===== src/rtl/instr_fetch.sv =====
// Instruction fetch unit: issues credit-limited word reads to instruction memory
// and hands returned words, tagged with their PC, to decode through a small FIFO.
module instr_fetch #(
  parameter logic [31:0] RESET_PC = 32'h0000_0000,
  parameter int          DEPTH    = 4
) (
  input  logic        clk,
  input  logic        reset,
  output logic        imem_req,
  output logic [31:0] imem_addr,
  input  logic        imem_ready,
  input  logic        imem_rvalid,
  input  logic [31:0] imem_rdata,
  input  logic        redirect,
  input  logic [31:0] redirect_pc,
  output logic        inst_valid,
  input  logic        inst_ready,
  output logic [31:0] inst,
  output logic [31:0] inst_pc,
  output logic [31:0] inst_pcplus4
);
  localparam int PW = $clog2(DEPTH);
  localparam int CW = $clog2(DEPTH + 1);
  localparam logic [CW:0] CREDITS = (CW + 1)'(DEPTH);

  logic [31:0]   fetch_pc;
  logic [31:0]   tag_mem [DEPTH];
  logic [PW-1:0] tag_wr, tag_rd;
  logic [31:0]   fifo_pc   [DEPTH];
  logic [31:0]   fifo_word [DEPTH];
  logic [PW-1:0] fifo_wr, fifo_rd;
  logic [CW-1:0] count, outstanding, drop;
  logic [CW:0]   in_use;
  logic          accept, resp, push, pop;

  assign in_use    = {1'b0, outstanding} + {1'b0, count};
  assign imem_req  = !reset && !redirect && (in_use < CREDITS);
  assign imem_addr = fetch_pc;
  assign accept    = imem_req && imem_ready;
  // A response with nothing outstanding is a protocol error and is ignored.
  assign resp      = imem_rvalid && (outstanding != '0);
  assign push      = resp && (drop == '0) && !redirect;
  assign pop       = inst_valid && inst_ready && !redirect;

  assign inst_valid   = (count != '0);
  assign inst         = fifo_word[fifo_rd];
  assign inst_pc      = fifo_pc[fifo_rd];
  assign inst_pcplus4 = inst_pc + 32'd4;

  always_ff @(posedge clk or posedge reset) begin
    if (reset) begin
      fetch_pc <= RESET_PC;
    end else if (redirect) begin
      fetch_pc <= redirect_pc & 32'hFFFF_FFFC;
    end else if (accept) begin
      fetch_pc <= fetch_pc + 32'd4;
    end
  end

  always_ff @(posedge clk) begin
    if (accept) begin
      tag_mem[tag_wr] <= fetch_pc;
    end
  end

  // On redirect every response still owed is discarded, so drop tracks
  // outstanding exactly and can never exceed it.
  always_ff @(posedge clk or posedge reset) begin
    if (reset) begin
      tag_wr      <= '0;
      tag_rd      <= '0;
      outstanding <= '0;
      drop        <= '0;
    end else begin
      if (accept) begin
        tag_wr <= tag_wr + 1'b1;
      end
      if (resp) begin
        tag_rd <= tag_rd + 1'b1;
      end
      outstanding <= outstanding + CW'(accept) - CW'(resp);
      if (redirect) begin
        drop <= outstanding - CW'(resp);
      end else if (resp && (drop != '0)) begin
        drop <= drop - 1'b1;
      end
    end
  end

  always_ff @(posedge clk or posedge reset) begin
    if (reset) begin
      fifo_wr <= '0;
      fifo_rd <= '0;
      count   <= '0;
      for (int i = 0; i < DEPTH; i++) begin
        fifo_pc[i]   <= '0;
        fifo_word[i] <= '0;
      end
    end else if (redirect) begin
      fifo_rd <= fifo_wr;
      count   <= '0;
    end else begin
      if (push) begin
        fifo_pc[fifo_wr]   <= tag_mem[tag_rd];
        fifo_word[fifo_wr] <= imem_rdata;
        fifo_wr            <= fifo_wr + 1'b1;
      end
      if (pop) begin
        fifo_rd <= fifo_rd + 1'b1;
      end
      count <= count + CW'(push) - CW'(pop);
    end
  end

  // Memory must never return a word that was not requested.
  assert property (@(posedge clk) disable iff (reset) imem_rvalid |-> (outstanding != '0));

endmodule


===== config.mk =====
export PLATFORM = sky130hd
export DESIGN_NAME = instr_fetch
export DESIGN_NICKNAME = d
export VERILOG_FILES = /design/src/rtl/instr_fetch.sv
export SDC_FILE = /design/constraint.sdc
export NUM_CORES = 1
export LEC_CHECK = 0
export ABC_AREA = 1
export CORE_ASPECT_RATIO = 1.1
export CORE_MARGIN = 2
export CORE_UTILIZATION = 30
export CTS_CLUSTER_SIZE = 40
export DETAILED_ROUTE_END_ITERATION = 10
export DONT_BUFFER_PORTS = 1
export PLACE_DENSITY = 0.4
export SYNTH_ARGS = -nofsm -noshare
export SYNTH_HDL_FRONTEND = slang
export SYNTH_SLANG_ARGS = --single-unit

===== constraint.sdc =====
create_clock -name clk -period 12.85 [get_ports clk]
set_input_delay 2.57 -clock clk [delete_from_list [all_inputs] [get_ports clk]]
set_output_delay 2.57 -clock clk [all_outputs]
set_load 0.005 [all_outputs]

==> impl_metrics.json, run 1 <==
{
  "status": "complete, no violations",
  "synth-edff-count": 120,
  "ys.flop_type": "dfrtp_1",
  "netSwitchingPower_uw": 2260,
  "routed-wl-met3_mm": 2.79,
  "hold_viol_final": 0,
  "netlist_area_mm2": 0.0199,
  "antenna_cells": 0,
  "drv_slew": 0,
  "grt_overflow_total": 0,
  "syn-instance-count": 2407,
  "arrival_ns": 4.28,
  "fillers": 6913,
  "grt_max_degree": 132,
  "postCtsSetupRepairBufs": 0,
  "dr.pass1.iters": 5,
  "ys_seq_elements": 415,
  "crit_path_max_fanout": 54,
  "drive_gt1_share_pct": 5.51,
  "synthArstFlopShare_pct": 71.1,
  "endpoint_kind": "output pin",
  "cts_sinks": 415,
  "tns_ns": 0,
  "worst_slew_pin_slew_ns": 1.03,
  "holdPathStages": 2,
  "routed_wl_mm": 61.4,
  "highest_layer": "met4",
  "p_per_area_mw_per_mm2": 245,
  "die_width_um": 249,
  "synth-simple-area-share_pct": 25.0,
  "hp-start": "fifo_pc[99]",
  "routed-wl-met2_mm": 28.8,
  "synthAdderAreaFrac_pct": 1.46,
  "mostFrequentLayoutCell": "nand2_1",
  "power_uw": 5420,
  "clk_latency_ns": 0.59,
  "cts_resized": 0,
  "drt-vias-per-instance": 4.84,
  "root_buffer": "clkbuf_16",
  "p_sw_share_pct": 41.7,
  "intPower_uw": 3160,
  "final_cell_mix": "nand2_1, o21ai_0, dfrtp_1",
  "seq_power_share_pct": 37.5,
  "vias": 15714,
  "die-area_mm2": 0.0683,
  "drc": 0,
  "reg2reg_slack_ns": 9.84,
  "initial_core_util_pct": 30.5,
  "finalNetCount": 2448,
  "die_y_um": 274,
  "cp-start-kind": "register",
  "h-tree-depth": 2,
  "p_leak_uw": 0.0101,
  "clockPowerShare_pct": 26.1,
  "yosys_warnings": 0,
  "dpl.hpwl_mm": 37.8,
  "grt_usage_pct": 18.0,
  "post-route-min-period_ns": 6.85,
  "gp_congestion": 0.817,
  "wl_met1_mm": 28.3,
  "whs_endpoint": "fifo_pc[99]",
  "clk_pin_slew_ns": 0.06,
  "placementRows": 98,
  "grt_pass1_wl_mm": 94.9,
  "grt_pass1_vias": 15311,
  "synth_compound_area_share_pct": 10.5,
  "pwr-share-comb_pct": 36.4,
  "io_buffers": 0,
  "synthMuxAreaShare_pct": 0,
  "wl_per_cell_um": 18.9,
  "area_growth_syn_to_layout_pct": 11.6,
  "r2r-start": "outstanding[2]",
  "cts_tree": "built",
  "hold_class": "register to register",
  "rr_endpoint": "fifo_pc[127]",
  "synth_cell_types": 35,
  "clk_path_buf_depth": 3,
  "fin_worst_skew_ns": 0.0197,
  "r2r_cells": 11,
  "cp.required_ns": 10.28,
  "ctsHoldBuffers": 0,
  "finalSetupViolCount": 0,
  "maxSlewHeadroom_pct": 31.6,
  "worstSetupPathType": "register to output pin",
  "cts-buffers-inserted": 49,
  "irDropWorstVdd_uv": 89.6,
  "ios": 200,
  "antenna_found_initial": 0,
  "drt_iter0_drc": 1177,
  "drv_cap": 0,
  "seq_area_frac_synth_pct": 55.3,
  "synth_xor_area_share_pct": 1.98,
  "min_period_over_period_pct": 53.3,
  "rsz0062_at_grt": "false",
  "syn_avg_cell_area_um2": 8.26,
  "max_freq_mhz": 146,
  "synth_top_family_by_area": "simple AND/OR/NAND/NOR gates",
  "postRouteAntennaNets": 0,
  "core_mm2": 0.0652
}
==> through the flow <==
step / cell area [um2] / util, % / instances / worst slack [ns] / hold slack (ns)
final: 22200 / 34.0 / 3245 / 6.00 / 0.476
after global routing: 22200 / 34.0 / 3245 / 5.66 / 0.496
after CTS: 22200 / 34.0 / 3245 / 5.87 / 0.482
after detailed placement: 20600 / 31.5 / 3155 / 6.51 / 0.466
after global placement: 20600 / 31.5 / 3155 / 6.52 / 0.462
after floorplan: 19900 / - / 2412 / 1.02 / 0.444
==> Yosys cell counts, types with 2 or more instances <==
master    instances  share of area (%)
buf_2            47                1.2
o22ai_1          62                2.0
edfxtp_1        120                 18
inv_1           134                2.5
buf_6             4               0.23
xnor2_1           9               0.40
fa_1              2               0.20
clkinv_1          2              0.038
a21oi_1           5               0.13
nor3_1            6               0.15
nor2_1          227                4.3
nand4_1          12               0.38
buf_4            12               0.45
ha_1             20                1.3
nand2_2           7               0.22
o21ai_0         296                7.5
nand3_1         104                2.6
o221ai_1          2              0.088
dfrtp_1         295                 37
clkbuf_1         67                1.3
o211ai_1         18               0.68
nand2_1         895                 17
inv_2             7               0.13
nor2_2            8               0.25
xor2_1           36                1.6
==> critical path: stages, from the launching register on <==
cell and delay (ns):
dfrtp_2 0.38, buf_4 0.27, inv_2 0.64, buf_4 0.69, o211ai_1 0.18, nand2_1 0.36
ha_1 0.38, nand2_2 0.17, nor2_2 0.26, nand2_1 0.10, xor2_1 0.21
==> routing by layer <==
metal / track usage [%] / vias up
li1: - / 7690
met1: 24.4 / 7584
met2: 29.8 / 354
met3: 3.03 / 86
met4: 5.28 / 0
met5: 0 / -
==> power groups by stage <==
| stage | Combinational, uW | Clock, uW | Sequential [uW] |
|---|---|---|---|
| 6_report | 1970 | 1410 | 2030 |
| 5_1_grt | 2260 | 1520 | 2090 |
| 4_1_cts | 2020 | 1470 | 2040 |
| 3_5_place_dp | 2010 | 0 | 2060 |
| 3_3_place_gp | 1990 | 0 | 2050 |
| 2_1_floorplan | 1430 | 0 | 1950 |
==> sequential cells by signal, indices dropped and copies added (netlist names) <==
register	count
fifo_word	128
fifo_pc	120
tag_mem	120
imem_addr	30
count	3
drop	3
outstanding	3
fifo_rd	2
fifo_wr	2
tag_rd	2
tag_wr	2
==> worst max-delay path by stage <==
stage	from	to	slack [ns]	cells past startpoint
floorplan	reset	imem_req	1.02	3
global placement	fifo_rd[1]	inst_pcplus4[18]	6.52	10
detailed placement	fifo_rd[1]	inst_pcplus4[18]	6.51	10
CTS	fifo_rd[1]	inst_pcplus4[18]	5.87	10
global route	fifo_rd[1]	inst_pcplus4[18]	5.66	10
finish	fifo_rd[1]	inst_pcplus4[18]	6.00	10
==> kinds of logic after synthesis <==
family                   after synthesis
adder cells (fa/ha/maj)               22
other                                  1
AND/OR/NAND/NOR                     1263
AO/OA/AOI/OAI                        387
buffers and inverters                274
XOR/XNOR                              45
flip-flops                           415
==> final cells by class <==
type	count	area [um2]	area share, %
clock buffer	68	1370	6.17
tap	850	1060	4.80
multi-input combinational	1723	7760	35.0
inverter	143	547	2.47
timing repair buffer	24	193	0.869
clock inverter	22	256	1.16
sequential	415	11000	49.6
Power figures use the tool's default switching activity.
==> run 2, diff against run 1 <==
Settings changed: PLACE_DENSITY 0.4 to 0.41.
Clock period 12.85 ns to 6.25 ns, I/O delays scaled along.
==> run 2 against run 1 <==
Against the previous run:
- sequential share of layout area is 0.081 points higher
- register-to-register slack worse by 6.5 ns
- final cell count is 0.12% lower
- die area stayed put
- first-iteration DRC count is 6.5% lower
- clock skew is 0.0035 ns lower
- combinational power is 110% higher
- hold slack worse by 0.00076 ns
- sequential power is 110% higher
- clock power is 100% higher
==> impl_metrics.json, run 2 (synthesized netlist as in run 1, its figures left out) <==
{
  "status": "complete, no violations",
  "area_growth_syn_to_layout_pct": 11.4,
  "drv_slew": 0,
  "drt-vias-per-instance": 4.80,
  "cts_resized": 0,
  "hold_class": "register to register",
  "grt_pass1_vias": 15420,
  "dr.pass1.iters": 5,
  "fillers": 6843,
  "min_period_over_period_pct": 81.5,
  "cts-buffers-inserted": 47,
  "clk_pin_slew_ns": 0.06,
  "grt_max_degree": 168,
  "crit_path_max_fanout": 34,
  "endpoint_kind": "output pin",
  "clk_path_buf_depth": 3,
  "clk_latency_ns": 0.57,
  "ctsHoldBuffers": 0,
  "dpl.hpwl_mm": 37.6,
  "drc": 0,
  "instances_no_fill": 3241,
  "final_cell_mix": "nand2_1, o21ai_0, dfrtp_1",
  "core_mm2": 0.0652,
  "die_width_um": 249,
  "drt_iter0_drc": 1100,
  "vias": 15571,
  "cts_tree": "built",
  "postCtsSetupRepairBufs": 0,
  "arrival_ns": 3.84,
  "die-area_mm2": 0.0683,
  "regArea_mm2": 0.0110,
  "maxSlewHeadroom_pct": 31.6,
  "finalSetupViolCount": 0,
  "worst_slew_pin_slew_ns": 1.03,
  "cp.required_ns": 5.00,
  "postRouteAntennaNets": 0,
  "grt_pass1_wl_mm": 94.0,
  "io_buffers": 0,
  "mostFrequentLayoutCell": "nand2_1",
  "p_per_area_mw_per_mm2": 502,
  "ios": 200,
  "hold_viol_final": 0,
  "initial_core_util_pct": 30.5,
  "drive_gt1_share_pct": 5.40,
  "routed_wl_mm": 61.2,
  "grt_overflow_total": 0,
  "antenna_found_initial": 0,
  "gp_congestion": 0.827,
  "wl_per_cell_um": 18.9,
  "largest_register": "fifo_word",
  "max_freq_mhz": 196,
  "rsz0062_at_grt": "false",
  "h-tree-depth": 2,
  "fin_worst_skew_ns": 0.0161,
  "p_leak_uw": 0.0101,
  "largest_reg_flops": 128,
  "finalNetCount": 2446,
  "irDropWorstVdd_uv": 247,
  "placementRows": 98,
  "grt_usage_pct": 17.8,
  "drv_cap": 0,
  "place_inst": 3155,
  "cp-start-kind": "register",
  "reg.largest.list": "fifo_word x128, fifo_pc x120, tag_mem x120",
  "root_buffer": "clkbuf_16",
  "die_y_um": 274,
  "post-route-min-period_ns": 5.09,
  "multiInputGateArea_mm2": 0.00776,
  "worstSetupPathType": "register to output pin",
  "antenna_cells": 0,
  "tns_ns": 0,
  "cts_sinks": 415
}
[run 2: cell count changes in the layout (fill, tap and decap cells not counted), sizes merged]
cell / previous run / this run
clkinv: 16 / 13
inv: 144 / 140
clkinvlp: 0 / 3
bufinv: 5 / 4
clkbuf: 68 / 69
[run 2: report_power, final]
group | internal, uW | switching, uW | total [uW]
Combinational | 1140 | 2940 | 4070
Sequential | 3630 | 555 | 4180
Clock | 1710 | 1140 | 2850
[run 2: final timing paths]
| check | start | endpoint | slack (ns) | cells after the start |
|---|---|---|---|---|
| worst min-delay path | fifo_pc[2] | fifo_pc[2] | 0.48 | 2 |
| worst max register to register | count[1] | outstanding[2] | 3.31 | 10 |
| min in group asynchronous | reset | fifo_word[83] | 0.86 | 2 |
| worst min register to register | fifo_pc[2] | fifo_pc[2] | 0.48 | 2 |
| worst max-delay path | fifo_rd[1] | inst_pcplus4[16] | 1.16 | 9 |
| max in group asynchronous | reset | fifo_pc[70] | 3.90 | 3 |
[run 2: stage by stage]
stage / utilization (%) / worst slack (ns) / power, uW / hold WS (ns) / area (um2)
global route: 33.9 / 0.807 / 12000 / 0.494 / 22100
finish: 33.9 / 1.16 / 11100 / 0.476 / 22100
global placement: 31.5 / 1.70 / 8310 / 0.461 / 20500
floorplan: - / -0.770 / 6960 / 0.444 / 19900
CTS: 33.9 / 1.01 / 11300 / 0.481 / 22100
detailed placement: 31.5 / 1.63 / 8380 / 0.466 / 20500
[run 2: cell type report]
class | count | share of cell area (%)
Inverter | 143 | 2.45
Timing Repair Buffer | 24 | 0.870
Clock buffer | 69 | 6.33
Multi-Input combinational cell | 1723 | 35.0
Tap cell | 850 | 4.80
Clock inverter | 17 | 0.859
Sequential cell | 415 | 49.6
[run 2: critical path: stages (launching register included)]
cell and delay (ns):
dfrtp_2 0.88, inv_2 0.51, a21oi_1 0.23, o21ai_0 0.10
nand2_1 0.35, ha_1 0.38, nand2_2 0.18, nor2_2 0.27
nand2_1 0.11, xor2_1 0.21
[run 2: routing by layer]
layer	GRT usage [%]	share of wire, %	vias to the layer above
met2	30.4	48	343
met4	4.42	1.9	0
met5	0	0	-
met3	2.87	4.4	71
met1	23.7	46	7481
li1	-	-	7676
==> run 3, diff against run 2 <==
Settings changed: PLACE_DENSITY 0.41 to 0.4.
Clock period 6.25 ns to 4.7 ns, I/O delays scaled along.
==> run 3 against run 2 <==
Against the previous run:
- non-clock buffer count up 9
- first-iteration DRC count up 17%
- setup slack got worse by 0.83 ns
- register-to-register slack lost 1.3 ns
- via count grew 1.6%
- largest cell class unchanged
- utilization rose by 0.13 points
- routed wire length is 1.2% higher
- clock-buffer cell count rose by 2
- largest power group is now combinational cells
==> impl_metrics.json, run 3 (synthesized netlist as in run 1, its figures left out) <==
{
  "postRouteAntennaNets": 0,
  "intPower_uw": 8580,
  "p_per_area_mw_per_mm2": 667,
  "arrival_ns": 3.44,
  "root_buffer": "clkbuf_16",
  "routed_wl_mm": 61.9,
  "drt_iter0_drc": 1283,
  "dr.pass1.iters": 6,
  "die-area_mm2": 0.0683,
  "worst_slew_pin_slew_ns": 1.07,
  "instances_no_fill": 3256,
  "reg2reg_slack_ns": 2.06,
  "pwr-share-comb_pct": 37.6,
  "die_y_um": 274,
  "r2r_cells": 11,
  "post-route-min-period_ns": 4.38,
  "area_growth_syn_to_layout_pct": 11.8,
  "largest_register": "fifo_word",
  "max_freq_mhz": 228,
  "mostFrequentLayoutCell": "nand2_1",
  "io_buffers": 0,
  "clk_latency_ns": 0.59,
  "seq_power_share_pct": 36.9,
  "final_cell_mix": "nand2_1, o21ai_0, dfrtp_1",
  "finalSetupViolCount": 0,
  "fin_worst_skew_ns": 0.0167,
  "wl_per_cell_um": 19.0,
  "cts_resized": 0,
  "vias": 15813,
  "finalNetCount": 2457,
  "min_period_over_period_pct": 93.2,
  "endpoint_kind": "output pin",
  "drv_cap": 0,
  "netSwitchingPower_uw": 6230,
  "drt-vias-per-instance": 4.86,
  "ctsHoldBuffers": 0,
  "cts_tree": "built",
  "grt_usage_pct": 18.1,
  "clockPowerShare_pct": 25.5,
  "largest_reg_flops": 128,
  "rsz0062_at_grt": "false",
  "drv_slew": 0,
  "drc": 0,
  "p_sw_share_pct": 42.1,
  "ios": 200,
  "grt_pass1_wl_mm": 95.4,
  "p_leak_uw": 0.0101,
  "grt_max_degree": 153,
  "clk_pin_slew_ns": 0.06,
  "postCtsSetupRepairBufs": 0,
  "h-tree-depth": 2,
  "crit_path_max_fanout": 72,
  "placementRows": 98,
  "maxSlewHeadroom_pct": 28.4,
  "clk_path_buf_depth": 3,
  "die_width_um": 249,
  "grt_overflow_total": 0,
  "gp_congestion": 0.804,
  "cts_sinks": 415,
  "holdPathStages": 1,
  "cp-start-kind": "register",
  "reg.largest.list": "fifo_word x128, fifo_pc x120, tag_mem x120",
  "place_inst": 3164,
  "hold_viol_final": 0,
  "dpl.hpwl_mm": 38.7,
  "worstSetupPathType": "register to output pin",
  "initial_core_util_pct": 30.5,
  "drive_gt1_share_pct": 5.86,
  "post-route-util_pct": 34.1,
  "status": "complete, no violations",
  "hold_class": "primary input to register",
  "core_mm2": 0.0652,
  "cp.required_ns": 3.76,
  "cts-buffers-inserted": 49,
  "grt_pass1_vias": 15512,
  "irDropWorstVdd_uv": 261,
  "antenna_found_initial": 2
}
run 3: through the flow:
step | worst slack, ns | setup TNS [ns] | instance area, um2 | power [uW] | hold WS, ns
after floorplan | -2.01 | -318.74 | 19900 | 9250 | 0.444
after global placement | 0.894 | 0 | 20600 | 11100 | 0.462
after detailed placement | 0.878 | 0 | 20600 | 11200 | 0.466
after CTS | 0.226 | 0 | 22200 | 15000 | 0.371
after global routing | 0.0352 | 0 | 22200 | 16000 | 0.378
final | 0.322 | 0 | 22200 | 14800 | 0.413
run 3: worst max-delay path: stages (launching register included):
cell	delay (ns)
dfrtp_4	0.49
inv_4	0.63
o21ai_0	0.20
nand2_1	0.38
ha_1	0.36
nand2_2	0.15
nor2_2	0.25
nand2_1	0.10
xor2_1	0.22
run 3: cell type report:
| type | count | area [um2] |
|---|---|---|
| clock buffer | 71 | 1430 |
| timing repair buffer | 33 | 273 |
| inverter | 143 | 543 |
| multi-input combinational | 1723 | 7760 |
| clock inverter | 20 | 166 |
| sequential | 415 | 11000 |
| antenna | 1 | 2.50 |
| fill | 6853 | 43000 |
| tap | 850 | 1060 |
run 3: final timing paths:
kind / start / end
min in group asynchronous: reset / fifo_word[103]
min reg2reg: fifo_pc[2] / fifo_pc[2]
max in group asynchronous: reset / fifo_pc[100]
min: redirect / count[0]
max reg2reg: count[1] / outstanding[2]
max: fifo_rd[0] / inst_pcplus4[18]
run 3: power groups by stage:
| stage | clock [uW] | combinational, uW | sequential, uW |
|---|---|---|---|
| 2_1_floorplan | 0 | 3910 | 5340 |
| 3_3_place_gp | 0 | 5600 | 5510 |
| 3_5_place_dp | 0 | 5650 | 5540 |
| 4_1_cts | 3910 | 5660 | 5480 |
| 5_1_grt | 4030 | 6350 | 5620 |
| 6_report | 3780 | 5570 | 5470 |
run 3: metal layers:
layer / part of all wire, % / up-vias / routed length [um] / global-route usage [%]
li1: - / 7698 / - / -
met2: 46 / 419 / 28700 / 29.8
met4: 2.7 / 0 / 1670 / 5.52
met1: 46 / 7602 / 28300 / 24.5
met5: 0 / - / 0 / 0
met3: 5.2 / 94 / 3230 / 3.01
